File: src/rtl/fetch_pc_unit.sv
// fetch_pc_unit: program counter, instruction register and bounded-wait instruction fetch for the multicycle core
module fetch_pc_unit #(
  parameter logic [31:0] RESET_PC = 32'h0000_0000,
  parameter int          TIMEOUT  = 16,
  parameter int          CNT_W    = 16
) (
  input  logic             clk_i,
  input  logic             reset_i,
  input  logic             pc_write_i,
  input  logic             pc_write_cond_i,
  input  logic [1:0]       pc_source_i,
  input  logic             ir_write_i,
  input  logic [31:0]      alu_result_i,
  input  logic [31:0]      alu_out_reg_i,
  input  logic             alu_zero_i,
  output logic             mem_req_o,
  output logic [31:0]      mem_addr_o,
  input  logic             mem_ack_i,
  input  logic [31:0]      mem_rdata_i,
  output logic [31:0]      pc_o,
  output logic [31:0]      ir_o,
  output logic [5:0]       opcode_o,
  output logic [4:0]       rs_o,
  output logic [4:0]       rt_o,
  output logic [4:0]       rd_o,
  output logic [5:0]       funct_o,
  output logic [31:0]      imm_sext_o,
  output logic             ir_valid_o,
  output logic             fetch_busy_o,
  output logic             halted_o,
  output logic             bus_error_o,
  output logic             fetch_overrun_o,
  output logic [CNT_W-1:0] retired_o
);
  localparam logic [0:0] IDLE = 1'b0;
  localparam logic [0:0] WAIT = 1'b1;
  localparam int TW = $clog2(TIMEOUT + 1);
  logic [0:0]       state_q, state_d;
  logic [TW-1:0]    cnt_q, cnt_d;
  logic [31:0]      pc_q, pc_d, ir_q, ir_d, addr_q, addr_d, pc_nxt;
  logic [CNT_W-1:0] ret_q, ret_d;
  logic             ir_valid_q, ir_valid_d, halted_q, halted_d;
  logic             bus_err_q, bus_err_d, overrun_q, overrun_d;
  logic             pc_en, start, ack, tmo, waiting;
  always_comb begin
    waiting    = state_q == WAIT;
    start      = !waiting && ir_write_i;
    ack        = waiting && mem_ack_i;
    // ack takes priority over a timeout landing in the same cycle
    tmo        = waiting && !mem_ack_i && cnt_q == TW'(TIMEOUT - 1);
    pc_en      = (pc_write_i || (pc_write_cond_i && alu_zero_i)) && !halted_q;
    pc_nxt     = pc_source_i == 2'b00 ? alu_result_i :
                 pc_source_i == 2'b01 ? alu_out_reg_i :
                 pc_source_i == 2'b10 ? {pc_q[31:28], ir_q[25:0], 2'b00} : pc_q;
    pc_d       = pc_en ? pc_nxt : pc_q;
    ret_d      = pc_en ? ret_q + CNT_W'(1) : ret_q;
    state_d    = start ? WAIT : (ack || tmo) ? IDLE : state_q;
    cnt_d      = start ? '0 : waiting ? cnt_q + TW'(1) : cnt_q;
    addr_d     = start ? pc_q : addr_q;
    ir_d       = ack ? mem_rdata_i : ir_q;
    ir_valid_d = start ? 1'b0 : ack ? 1'b1 : ir_valid_q;
    halted_d   = halted_q || (ack && &mem_rdata_i[31:26]);
    bus_err_d  = bus_err_q || tmo;
    overrun_d  = overrun_q || (waiting && ir_write_i);
  end
  always_ff @(posedge clk_i or posedge reset_i) begin
    if (reset_i) begin
      state_q    <= IDLE;
      cnt_q      <= '0;
      pc_q       <= RESET_PC;
      ir_q       <= '0;
      addr_q     <= '0;
      ret_q      <= '0;
      ir_valid_q <= 1'b0;
      halted_q   <= 1'b0;
      bus_err_q  <= 1'b0;
      overrun_q  <= 1'b0;
    end else begin
      state_q    <= state_d;
      cnt_q      <= cnt_d;
      pc_q       <= pc_d;
      ir_q       <= ir_d;
      addr_q     <= addr_d;
      ret_q      <= ret_d;
      ir_valid_q <= ir_valid_d;
      halted_q   <= halted_d;
      bus_err_q  <= bus_err_d;
      overrun_q  <= overrun_d;
    end
  end
  assign mem_req_o       = state_q == WAIT;
  assign fetch_busy_o    = state_q != IDLE;
  assign mem_addr_o      = addr_q;
  assign pc_o            = pc_q;
  assign ir_o            = ir_q;
  assign opcode_o        = ir_q[31:26];
  assign rs_o            = ir_q[25:21];
  assign rt_o            = ir_q[20:16];
  assign rd_o            = ir_q[15:11];
  assign funct_o         = ir_q[5:0];
  assign imm_sext_o      = {{16{ir_q[15]}}, ir_q[15:0]};
  assign ir_valid_o      = ir_valid_q;
  assign halted_o        = halted_q;
  assign bus_error_o     = bus_err_q;
  assign fetch_overrun_o = overrun_q;
  assign retired_o       = ret_q;
endmodule

File: config.mk
export PLATFORM = sky130hd
export DESIGN_NAME = fetch_pc_unit
export DESIGN_NICKNAME = d
export VERILOG_FILES = /design/src/rtl/fetch_pc_unit.sv
export SDC_FILE = /design/constraint.sdc
export NUM_CORES = 1
export LEC_CHECK = 0
export CAP_MARGIN = 20
export CORE_MARGIN = 5
export CORE_UTILIZATION = 44
export DETAILED_ROUTE_END_ITERATION = 8
export PLACE_DENSITY = 0.95
export SYNTH_ARGS = -nofsm -noshare
export SYNTH_HDL_FRONTEND = slang
export SYNTH_SLANG_ARGS = --single-unit
File: constraint.sdc
create_clock -name clk_i -period 9.85 [get_ports clk_i]
set_input_delay 1.4775 -clock clk_i [delete_from_list [all_inputs] [get_ports clk_i]]
set_output_delay 1.4775 -clock clk_i [all_outputs]
set_load 0.01 [all_outputs]
# Word-level counts from Yosys, hierarchy flattened
# Index checks and enable logic that the tools add are counted.
# word_totals
out_inout_bits,177
register_bits,122
# classes
n_reduce_logical,25
n_eq_ne,3
add_sub_neg,2
n_mux,9
# op_table
cell,count
32-bit 2-to-1 mux,2
28-bit 2-to-1 mux,1
16-bit by 1-bit adder with 16-bit output (second input constant),1
5-bit 2-to-1 mux,2
1-bit logical AND,8
2-bit nonzero test,4
6-bit AND reduction,1
5-bit by 1-bit adder with 5-bit output (second input constant),1
5-bit by 4-bit equality test with 1-bit output (second input constant),1
1-bit logical OR,5
1-bit 2-to-1 mux,4
2-bit AND reduction,2
1-bit zero test,3
3-bit nonzero test,1
2-bit by 1-bit equality test with 1-bit output (second input constant),1
2-bit equality test (second input constant),1
2-bit zero test,1

# Logic depth before layout (Yosys ltp)
# logic_depth
ltp_word,6
ltp_mapped,5
depth_no_buf,5

# Least setup slack after synthesis
# Ideal clock, no wire load.
# synth_path
path_type,in2reg
from,in pc_write_cond_i
to,reg pc_q[10] (netlist: pc_o[10])
cell_stages,5
path_slack_ps,7362
t_required_ps,9725
path_buffers,1
arrival_ps,2363
path_cell_list,a21oi_4 nor2_4 nand2_4 buf_6 mux2_4
# synth_between
elab_chain_len,4
# synth_rtl
item,line,rtl
"start, declared",10,"input logic pc_write_cond_i,"
1-bit logical AND,51,pc_en = (pc_write_i || (pc_write_cond_i && alu_zero_i)) && !halted_q;
1-bit logical OR,51,
1-bit logical AND,51,
2-bit AND reduction (no line),-,
"end signal, assigned",81,pc_q <= pc_d;
"end, declared",40,"logic [31:0] pc_q, pc_d, ir_q, ir_d, addr_q, addr_d, pc_nxt;"
# Every way passes these cells.
# A chain may end at the register's enable or synchronous reset.

# Final worst setup path
# layout_path
from,reg ir_q[15] (netlist: ir_o[15])
to,out imm_sext_o[17]
# layout_rtl
item,line,rtl
"start, declared",40,
"start signal, assigned",82,ir_q <= ir_d;
"end, declared",27,"output logic [31:0] imm_sext_o,"
# No word-level cell between the ends.

==> impl_results.md <==
* Final setup violation count at 0
* Via density at 4.90
* Seq/Total Area, Yosys at 0.523
* Worst slew margin at 0.278
* Hold path cells at 1
* CP required at 8.37 ns
* Clk sink count at 122
* Worst path bufs/invs at 1
* Post-DR wirelength/cell at 18.3 um
* Min-delay src: retired_o[15]$_DFFE_PP0P_
* I/O pins at 282
* Avg Cell Area, Syn at 11.1 um2
* Initial antenna violation count at 0
* CTS tree: done
* TritonCTS buffer count at 17
* Cells after synthesis at 528
* Starting DRC count in detailed routing at 225
* Sum Neg Setup Slack at 0 ns
* H-tree levels at 4
* Hold_ws at 0.470 ns
* Largest net degree at the start of global routing at 67
* Critical Path Sink Type: output pin
* Hpwl dp at 12.6 mm
* Worst-margin pin slew at 1.08 ns
* Yosys warnings at 0
* CTS max path bufs at 2
* DRC errors left at 0
* Critical Path AT at 1.80 ns
* Crit start category: flop
* # diodes at 0
* Hold EP: retired_o[15]$_DFFE_PP0P_
* Max-Cap Viols at 0
* Unrepaired setup endpoints after global routing: false
* Reg2reg setup slack at 8.04 ns
* RR Endpoint: fetch_busy_o$_DFFE_PP0P_
* Number of synthesized flops with an enable pin at 0
* Synth unique cells at 32
* Worst R2R Start: fetch_busy_o$_DFFE_PP0P_
* Core Region at 13100 um2
* Routed Antenna Nets at 0
* Die Y at 125 um
* First-pass GRT wire length at 26.8 mm
* Share of layout cells above drive strength 1 at 0.141
* Worst-path clk slew at 0.06 ns
* Leading cell type in the layout, fill and taps excluded: clkdlybuf4s50_1
* Final hold vios at 0
* Post-Syn Area at 5840 um2
* Clock Latency Late Sink at 0.41 ns
* Row Count at 42
* Post-cts sizing count at 0
* FF+latch count, synth at 122
* Final worst-path setup slack at 6.57 ns
* Placed Cells at 905
* Vias in the first global route at 4924
* Peak supply drop at 0.158 mV
* Power Density at 249 nW/um2
* Area Growth Syn to Fin at 54.2%
* CP max-delay cell: dfrtp_1
* Area share of the largest cell type after synthesis at 0.523
* Synth area leaders: dfrtp_1, nand2_1, mux2_2, buf_4, mux2i_1
* Fillers at 928
* Gpl congestion at 0.814
* HP Class: flop to flop
* Top delay family on crit path: flip-flops
* Final WL at 17.2 mm
* # hold bufs at CTS at 0
* Gr usage total at 0.218
* Post-synth ARST share at 1.00
* Tcrit/Tclk final at 0.333
* Crit path cell chain: clkdlybuf4s50_1
* Max-slew violation count at 0
* Main flop type after synthesis: dfrtp_1
* Crit Path Max Fanout at 21
* Post-synth top area cell: dfrtp_1
* Commonest cells after routing, fill and taps aside: clkdlybuf4s50_1, nand2_1, dfrtp_1, mux2_2, mux2i_1
* Die area at 15700 um2
* DR pass1 iterations at 4
* Vias at 4595
* Remaining global-route overflow at 0
* Power Total at 2.25 mW
* Starting Density at 0.445
* Status: finished clean
* Reg2reg path depth at 3
* PortBufs at 281
* Die X at 125 um
* Fmax at 305 MHz
* Post-Synthesis Net Count at 636
* CTS Root Cell: clkbuf_16
* WS Path Type: flop to output pin
* Non-Filler Instances at 937
* Final net count at 856
* Slowest cell delay on critical path at 0.72 ns
* Worst Skew at 0.0106 ns
* Setup Buffers After CTS at 0
* Min cycle time layout at 3.28 ns
* Worst slack, placed at 6.33 ns
* Lkg Pwr at 4.03 nW
==> per-stage QoR <==
| stage | util | area [um2] |
|---|---|---|
| detailed placement | 0.634 | 8320 |
| floorplan | - | 5840 |
| CTS | 0.686 | 9010 |
| finish | 0.686 | 9010 |
| global placement | 0.634 | 8320 |
| global route | 0.686 | 9010 |
==> sequential cells by signal, indices dropped and copies added (netlist names) <==
name	flops
pc_o	32
halted_o	1
cnt_q	5
ir_valid_o	1
ir_o	32
fetch_busy_o	1
retired_o	16
mem_addr_o	32
fetch_overrun_o	1
bus_error_o	1
==> worst max path at each step <==
stage	startpoint	end	depth (start not counted)
2_1_floorplan	reset_i	bus_error_o$_DFF_PP0_	1
3_3_place_gp	pc_source_i[0]	pc_o[22]$_DFFE_PP0P_	4
3_5_place_dp	pc_source_i[0]	pc_o[25]$_DFFE_PP0P_	4
4_1_cts	ir_o[15]$_DFFE_PP0P_	imm_sext_o[17]	1
5_1_grt	ir_o[15]$_DFFE_PP0P_	imm_sext_o[31]	1
6_report	ir_o[15]$_DFFE_PP0P_	imm_sext_o[17]	1
==> routing by layer <==
metal / track usage / vias up / routed length (um)
li1: - / 2149 / -
met1: 0.252 / 2277 / 6660
met2: 0.392 / 156 / 9330
met3: 0.0644 / 13 / 990
met4: 0.0682 / 0 / 191
met5: 0 / - / 0
==> cell type report <==
cell class,instances,area [um2],area share
Clock buffer,20,467,0.0518
Clock inverter,12,218,0.0242
Inverter,3,13.8,0.00153
Multi-Input combinational cell,319,2200,0.245
Sequential cell,122,3050,0.339
Tap cell,176,220,0.0244
Timing Repair Buffer,285,2830,0.314
==> cells in the mapped netlist, drive strengths merged (4+ instances only) <==
library cell  instances
nand2               133
dfrtp               122
buf                  71
mux2                 61
mux2i                30
o21ai                27
clkbuf               13
xnor2                12
nand3                 8
nor2                  7
and3                  6
a21oi                 5
a22o                  5
xor2                  5
nor3                  4
==> worst reg2reg max path, cell delays in order, from the launching register on <==
cell	delay, ns
dfrtp_1	0.63
nand2b_1	0.52
buf_4	0.39
o21ai_0	0.14
==> kinds of logic after synthesis <==
family / count (synthesis) / share of synthesized area
compound gates: 42 / 0.0437
xor+xnor: 17 / 0.0255
fa+ha+maj: 3 / 0.00643
buf+inv: 87 / 0.100
flops: 122 / 0.523
mux: 91 / 0.181
simple gates: 166 / 0.121
==> power breakdown <==
group | internal (mW) | leakage (nW) | switching (mW)
clock network | 0.493 | 0.328 | 0.221
logic | 0.465 | 2.21 | 0.303
registers | 0.631 | 1.49 | 0.133
No activity file was read; power rests on OpenSTA's default activity.
